**src/rtl/branch_predictor.sv**
```systemverilog
// Branch target buffer with saturating direction counters for the RV32I IF stage.
// Optional lookup/hit/mispredict statistics are built when BRANCH_PREDICTOR_STATS_EN is defined.
module branch_predictor #(
  parameter int ENTRIES = 16,
  parameter int XLEN    = 32,
  parameter int CNT_W   = 2
) (
  input  logic            clk_i,
  input  logic            rst_ni,
  input  logic [XLEN-1:0] lkp_pc_i,
  input  logic            lkp_valid_i,
  output logic            pred_hit_o,
  output logic            pred_taken_o,
  output logic [XLEN-1:0] pred_next_pc_o,
  input  logic            upd_valid_i,
  input  logic [XLEN-1:0] upd_pc_i,
  input  logic            upd_taken_i,
  input  logic [XLEN-1:0] upd_target_i,
  input  logic            upd_mispredict_i,
  input  logic            inv_all_i,
  output logic [31:0]     stat_lookups_o,
  output logic [31:0]     stat_hits_o,
  output logic [31:0]     stat_mispred_o
);

  localparam int IDX_W = $clog2(ENTRIES);
  localparam int TAG_W = XLEN - IDX_W - 2;

  localparam logic [CNT_W-1:0] CNT_MAX = '1;
  localparam logic [CNT_W-1:0] CNT_WT  = CNT_W'(1) << (CNT_W - 1);
  localparam logic [CNT_W-1:0] CNT_WNT = CNT_WT - CNT_W'(1);

  logic             valid_q  [ENTRIES];
  logic [TAG_W-1:0] tag_q    [ENTRIES];
  logic [XLEN-1:0]  target_q [ENTRIES];
  logic [CNT_W-1:0] cnt_q    [ENTRIES];

  logic [IDX_W-1:0] lkp_idx;
  logic [TAG_W-1:0] lkp_tag;
  logic [IDX_W-1:0] upd_idx;
  logic [TAG_W-1:0] upd_tag;
  logic             upd_hit;
  logic [CNT_W-1:0] upd_cnt;
  logic [CNT_W-1:0] cnt_d;
  logic             upd_we;

  // Lookup path: purely combinational so the PC mux sees the prediction in the same cycle.
  assign lkp_idx        = lkp_pc_i[IDX_W+1:2];
  assign lkp_tag        = lkp_pc_i[XLEN-1:IDX_W+2];
  assign pred_hit_o     = valid_q[lkp_idx] && (tag_q[lkp_idx] == lkp_tag);
  assign pred_taken_o   = pred_hit_o && cnt_q[lkp_idx][CNT_W-1];
  assign pred_next_pc_o = pred_taken_o ? target_q[lkp_idx] : lkp_pc_i + XLEN'(4);

  assign upd_idx = upd_pc_i[IDX_W+1:2];
  assign upd_tag = upd_pc_i[XLEN-1:IDX_W+2];
  assign upd_hit = valid_q[upd_idx] && (tag_q[upd_idx] == upd_tag);
  assign upd_cnt = cnt_q[upd_idx];

  always_comb begin
    cnt_d = upd_cnt;
    if (upd_taken_i) begin
      if (!upd_hit)
        cnt_d = CNT_WT;
      else if (upd_cnt != CNT_MAX)
        cnt_d = upd_cnt + CNT_W'(1);
    end else if (upd_cnt != '0) begin
      cnt_d = upd_cnt - CNT_W'(1);
    end
  end

  // A not-taken miss never allocates; invalidation drops any concurrent update.
  assign upd_we = upd_valid_i && !inv_all_i && (upd_hit || upd_taken_i);

  always_ff @(posedge clk_i or negedge rst_ni) begin
    if (!rst_ni) begin
      for (int i = 0; i < ENTRIES; i++) begin
        valid_q[i]  <= 1'b0;
        tag_q[i]    <= '0;
        target_q[i] <= '0;
        cnt_q[i]    <= CNT_WNT;
      end
    end else begin
      for (int i = 0; i < ENTRIES; i++) begin
        if (inv_all_i) begin
          valid_q[i] <= 1'b0;
        end else if (upd_we && (upd_idx == IDX_W'(i))) begin
          valid_q[i] <= 1'b1;
          tag_q[i]   <= upd_tag;
          cnt_q[i]   <= cnt_d;
          if (upd_taken_i)
            target_q[i] <= upd_target_i;
        end
      end
    end
  end

  logic unused_pc_bits;
  assign unused_pc_bits = &{1'b0, upd_pc_i[1:0]};

`ifdef BRANCH_PREDICTOR_STATS_EN
  logic [31:0] lookups_q;
  logic [31:0] hits_q;
  logic [31:0] mispred_q;

  always_ff @(posedge clk_i or negedge rst_ni) begin
    if (!rst_ni) begin
      lookups_q <= '0;
      hits_q    <= '0;
      mispred_q <= '0;
    end else begin
      if (lkp_valid_i && (lookups_q != 32'hFFFF_FFFF))
        lookups_q <= lookups_q + 32'd1;
      if (lkp_valid_i && pred_hit_o && (hits_q != 32'hFFFF_FFFF))
        hits_q <= hits_q + 32'd1;
      if (upd_valid_i && upd_mispredict_i && (mispred_q != 32'hFFFF_FFFF))
        mispred_q <= mispred_q + 32'd1;
    end
  end

  assign stat_lookups_o = lookups_q;
  assign stat_hits_o    = hits_q;
  assign stat_mispred_o = mispred_q;
`else
  logic unused_stat_inputs;
  assign unused_stat_inputs = &{1'b0, lkp_valid_i, upd_mispredict_i};

  assign stat_lookups_o = '0;
  assign stat_hits_o    = '0;
  assign stat_mispred_o = '0;
`endif

endmodule

```
**config.mk**
```make
export PLATFORM = sky130hd
export DESIGN_NAME = branch_predictor
export DESIGN_NICKNAME = d
export VERILOG_FILES = /design/src/rtl/branch_predictor.sv
export SDC_FILE = /design/constraint.sdc
export NUM_CORES = 2
export LEC_CHECK = 0
export ABC_AREA = 0
export CAP_MARGIN = 10
export CORE_MARGIN = 2
export CORE_UTILIZATION = 35
export CTS_CLUSTER_DIAMETER = 30
export DETAILED_ROUTE_END_ITERATION = 8
export PLACE_DENSITY_LB_ADDON = 0.2
export SLEW_MARGIN = 20
export SYNTH_ARGS = -nofsm -noshare
export SYNTH_HDL_FRONTEND = slang
export SYNTH_SLANG_ARGS = --single-unit
```
**constraint.sdc**
```tcl
create_clock -name clk_i -period 7.9 [get_ports clk_i]
set_clock_uncertainty 0.2 [all_clocks]
set_input_delay 2.37 -clock clk_i [delete_from_list [all_inputs] [get_ports clk_i]]
set_output_delay 2.37 -clock clk_i [all_outputs]
set_load 0.01 [all_outputs]
```
### Word-level counts from Yosys, hierarchy flattened

Index checks and enable logic that the tools add are counted.

* flip-flop bits (word level): 976

* reductions and logical operators: 73
* bitwise logic cells: 3
* $add $sub $neg: 3
* eq/ne operators: 18
* muxes and demuxes: 58
* magnitude comparators: 2

Operators with widths (number)
* $bmux 26 s4: 2
* $bmux 32 s4: 1
* $mux 26: 4
* $mux 32: 3
* $eq 26x26->1: 2
* $reduce_and 3->1: 16
* $mux 1: 36
* $reduce_bool 2->1: 17
* $add 32x3->32 const B: 1
* $eq 4x4->1 const B: 8
* $reduce_and 2->1: 16
* $logic_and 1x1->1: 21
* $bmux 2 s4: 2
* $eq 4x3->1 const B: 4
* $mux 2: 8
* $ge 5x5->1 const B: 2
* $not 4->5: 2
* $bmux 1 s4: 2
* $eq 4x2->1 const B: 2
* $eq 4x1->1 const B: 1
* $logic_not 4->1: 1
* $add 2x1->2 const B: 1
* $ne 2x2->1 const B: 1
* $sub 2x1->2 const B: 1
* other kinds (3): 3

### Depth between registers and ports, before layout

* depth in word-level cells: 11
* depth in mapped cells: 17
* depth with buffers taken out: 8

### Least setup slack after synthesis

Ideal clock, no wire load.

* path type: input to output
* start: input lkp_pc_i[2]
* end: output pred_next_pc_o[23]
* stages on the path: 11
* path slack: -0.185 ns
* buffers on the path: 3
* required time: 5.330 ns
* arrival time: 5.515 ns
* cell sequence: buf_2 buf_1 mux4_2 mux2i_1 mux2i_1 xor2_1 nor4_1 nand4_1 nor4b_2 buf_2 mux2_2

* word-level cells in the longest chain between the ends: 8

Ends and longest elaborated chain
* start, declared: line 10 `input logic [XLEN-1:0] lkp_pc_i,`
* $not 4->5 (not written as such) (*): line 50, 51
* $bmux 26 s4: line 50 `assign pred_hit_o = valid_q[lkp_idx] && (tag_q[lkp_idx] == lkp_tag);`
* $mux 26 (not written as such) (2 in series): line 50
* $eq 26x26->1: line 50
* $logic_and 1x1->1: line 50
* $logic_and 1x1->1 (*): line 51 `assign pred_taken_o = pred_hit_o && cnt_q[lkp_idx][CNT_W-1];`
* named net pred_taken_o: line 13 `output logic pred_taken_o,`
* $mux 32 (*): line 52 `assign pred_next_pc_o = pred_taken_o ? target_q[lkp_idx] : lkp_pc_i + XLEN'(4);`
* end, declared: line 14 `output logic [XLEN-1:0] pred_next_pc_o,`

Mark *: on every way through the listed nets, which the timed path passes. The rest lies on a longest branch. The select of a mux whose other input is x is not followed.

### Worst setup path after layout

* start: input lkp_pc_i[2]
* end: output pred_next_pc_o[12]

* word-level cells in the longest chain between the ends: 8

Ends and longest elaborated chain (line)
* $not 4->5 (not written as such): 50, 51, 52
* $bmux 26 s4: 50
* $mux 26 (not written as such) (2 in series): 50
* $eq 26x26->1: 50
* $logic_and 1x1->1: 50
* $logic_and 1x1->1: 51
* $mux 32 (*): 52

Every way passes the cells marked *; elsewhere a longest branch is shown, timed or not. The select of a mux whose other input is x is not followed.

==> flow_metrics.env <==
export IMPL_vias=32790
export IMPL_io_buffers=132
export IMPL_coreArea_sq_um=144000
export IMPL_setup_slack_ps=-451
export IMPL_ys_warn_count=0
export IMPL_power_density_nw_per_um2=299
export IMPL_period_minus_slack_ps=8350
export IMPL_drv_max_cap_violation_count=0
export IMPL_row_count=139
export IMPL_hold_start="target_q[397]"
export IMPL_io_pins=233
export IMPL_grt_pass1_wl_um=243000
export IMPL_cts_sinks=976
export IMPL_vdd_drop_max_mv=0.217
export IMPL_setup_viol=33
export IMPL_worst_slew_pin_slew_ps=1070
export IMPL_outcome="finished, violations left"
export IMPL_place_gp_congestion=0.843
export IMPL_dieHeight_um=385
export IMPL_yosys_cell_count_top_type="dfrtp_1"
export IMPL_hold_violations=0
export IMPL_hold_path_class="reg2reg"
export IMPL_endpoint_kind="output port"
export IMPL_power_leakage_nw=30.0
export IMPL_layout_nets=4025
export IMPL_start_util_pct=35.4
export IMPL_arrival_ps=5780
export IMPL_yosys_top_cells_area="dfrtp_1 47%, mux2_2 18%, mux4_2 16%, nand2_1 3.1%, mux2i_1 2.9%"
export IMPL_area_delta_synth_final_pct=28.1
export IMPL_synthFlopType="dfrtp_1"
export IMPL_path_cells="buf_16 > buf_12 > buf_4 > buf_12 > mux4_2 > mux2i_1 > mux2i_1 > xnor2_1 > nor3_2 > buf_4 > nand3_1 > nor4b_4 > buf_12 > buf_16 > buf_12 > mux2_4 > buf_6"
export IMPL_grt_usage_pct=22.3
export IMPL_min_delay_path_depth=2
export IMPL_period_share_pct=106
export IMPL_clk_pin_slew_worst_paths_ps=40
export IMPL_antenna_left=0
export IMPL_final_max_slew_viol_count=0
export IMPL_dp_final_hpwl_um=99900
export IMPL_critPathMaxStageDelay_ps=480
export IMPL_syn_mean_instance_area_sq_um=14.3
export IMPL_cts_root_buffer="clkbuf_16"
export IMPL_insertion_delay_ps=880
export IMPL_place_inst=5514
export IMPL_cp_slowest_cell="mux4_2"
export IMPL_r2r_slack_ps=3350
export IMPL_post_synth_top_area_cell="dfrtp_1"
export IMPL_path_max_fanout=8
export IMPL_ys_ff_latch=976
export IMPL_rr_startpoint="tag_q[1]"
export IMPL_drive_gt1_share_pct=48.7
export IMPL_path_buf_inv=9
export IMPL_relSlewSlack_pct=28.6
export IMPL_ctsHoldBuffers=0
export IMPL_violations="negative setup slack"
export IMPL_drc=0
export IMPL_drt_iter0_markers=2449
export IMPL_die_area_sq_um=149000
export IMPL_fin_area_sq_um=65200
export IMPL_min_to="target_q[397]"
export IMPL_via_per_inst=5.44
export IMPL_first_global_vias=34196
export IMPL_ctsLongestPathBuffers=4
export IMPL_synth_async_reset_ratio_pct=100
export IMPL_synth_cell_type_count=68
export IMPL_grt_overflow_total=0
export IMPL_cp_common_cell="buf_12"
export IMPL_seq_area_frac_synth_pct=48.0
export IMPL_yosysTopAreaCellShare_pct=47.2
export IMPL_syn_inst=3574
export IMPL_crit_family="buffers and inverters"
export IMPL_wl_um=165000
export IMPL_cts_htree_levels=5
export IMPL_routedWlPerCell_um=27.3
export IMPL_reg2reg_depth=10
export IMPL_numCtsBuffers=281
export IMPL_r2r_end="tag_q[103]"
export IMPL_maxClockFrequency_mhz=120
export IMPL_die_w_um=385
export IMPL_synth_common_cells="960 x dfrtp_1, 802 x mux2_2, 423 x nand2_1"
export IMPL_post_route_util_pct=45.3
export IMPL_p_total_mw=19.5
export IMPL_final_cells=6026
export IMPL_rsz0062_at_grt="true"
export IMPL_criticalPathCategory="in2out"
export IMPL_cts_tree="done"
export IMPL_grt_max_degree=158
export IMPL_start_kind="primary input"
export IMPL_synth_edff_count=0
export IMPL_grt_antenna_before_repair=13
export IMPL_postPlaceCellArea_sq_um=55100
export IMPL_drt_pass1_iterations=5
export IMPL_netlist_area_sq_um=50900
export IMPL_crit_required_ps=5330
## tightest hold or removal path, cell delays in order, from the launching register on
cell     delay, ps
dfrtp_1        330
nand2_1         50
nand2_1         50
## how the worst max path moves through the flow
stage	cells past startpoint	start	end
after floorplan	11	lkp_pc_i[4]	pred_next_pc_o[23]
after global placement	13	lkp_pc_i[2]	pred_next_pc_o[13]
after detailed placement	12	lkp_pc_i[2]	pred_next_pc_o[18]
after CTS	16	lkp_pc_i[2]	pred_next_pc_o[12]
after global routing	16	lkp_pc_i[2]	pred_next_pc_o[12]
final	17	lkp_pc_i[2]	pred_next_pc_o[12]
## per-stage QoR
step | setup slack, ps | TNS [ps] | hold slack, ps
final | -451 | -11860 | 267
after floorplan | 46.0 | 0 | 240
after detailed placement | -1100 | -34670 | 259
after CTS | -387 | -10350 | 269
after global routing | -560 | -16280 | 282
after global placement | -1120 | -35160 | 255
## report_power, final
group	total (mW)	internal (mW)	switching, mW	leakage (nW)
Sequential	6.06	5.66	0.405	13.0
Combinational	2.20	1.22	0.983	12.4
Clock	11.2	8.08	3.16	4.62
## registers in the layout, summed over array words and instances (netlist names)
| name | cells |
|---|---|
| target_q | 512 |
| valid_q | 16 |
| tag_q | 416 |
| cnt_q | 32 |
## kinds of logic after synthesis
logic type	share of synthesized area, %
buf+inv	4.79
compound gates	2.21
other cells	0.00736
simple gates	4.64
mux	39.1
fa+ha+maj	0.0246
flops	48.0
xor+xnor	1.29
## cell type report
cell class | count | area, sq um
fill | 12726 | 78800
inverter | 21 | 78.8
multi-input combinational | 2266 | 24700
clock buffer | 387 | 8100
sequential | 976 | 24400
antenna | 4 | 10.0
tap | 1903 | 2380
timing repair buffer | 375 | 4130
clock inverter | 94 | 1360
## per-layer routing
| metal | vias to the layer above | GRT usage [%] | part of all wire, % |
|---|---|---|---|
| met5 | - | 0 | 0.057 |
| met4 | 16 | 6.73 | 2.4 |
| met3 | 304 | 5.24 | 6.2 |
| met2 | 1069 | 34.0 | 46 |
| met1 | 17624 | 31.7 | 46 |
| li1 | 13777 | - | - |
## cells in the final DEF (no fill, tap or decap), types with 11 or more instances in the layout
cell,Yosys,final
a21o_1,17,17
a21oi_1,14,14
a22oi_1,17,17
and3_1,22,22
buf_12,10,63
buf_4,133,168
buf_6,17,40
bufinv_16,0,32
clkbuf_1,180,47
clkbuf_16,0,288
clkbuf_8,0,54
clkdlybuf4s50_1,0,90
clkinv_2,0,36
clkinvlp_4,0,17
conb_1,1,96
dfrtp_1,960,960
dfstp_2,16,16
inv_1,19,15
mux2_1,36,36
mux2_2,802,772
mux2_4,45,75
mux2i_1,147,143
mux4_2,369,369
nand2_1,423,423
nand3_1,19,15
nand4_1,12,12
nor2_1,39,28
nor2_4,0,11
nor2b_1,13,13
o22ai_1,11,11
xnor2_1,35,34
xor2_1,40,36
## what timing repair did
| action | in CTS | in global routing |
|---|---|---|
| gates cloned | 3 | 0 |
| gates resized for setup | 228 | 10 |
| endpoints found under the setup margin | 34 | 34 |
| pin swaps | 8 | 3 |
| buffers inserted | 17 | 8 |
Note: power is estimated with default switching activity, not from simulation.
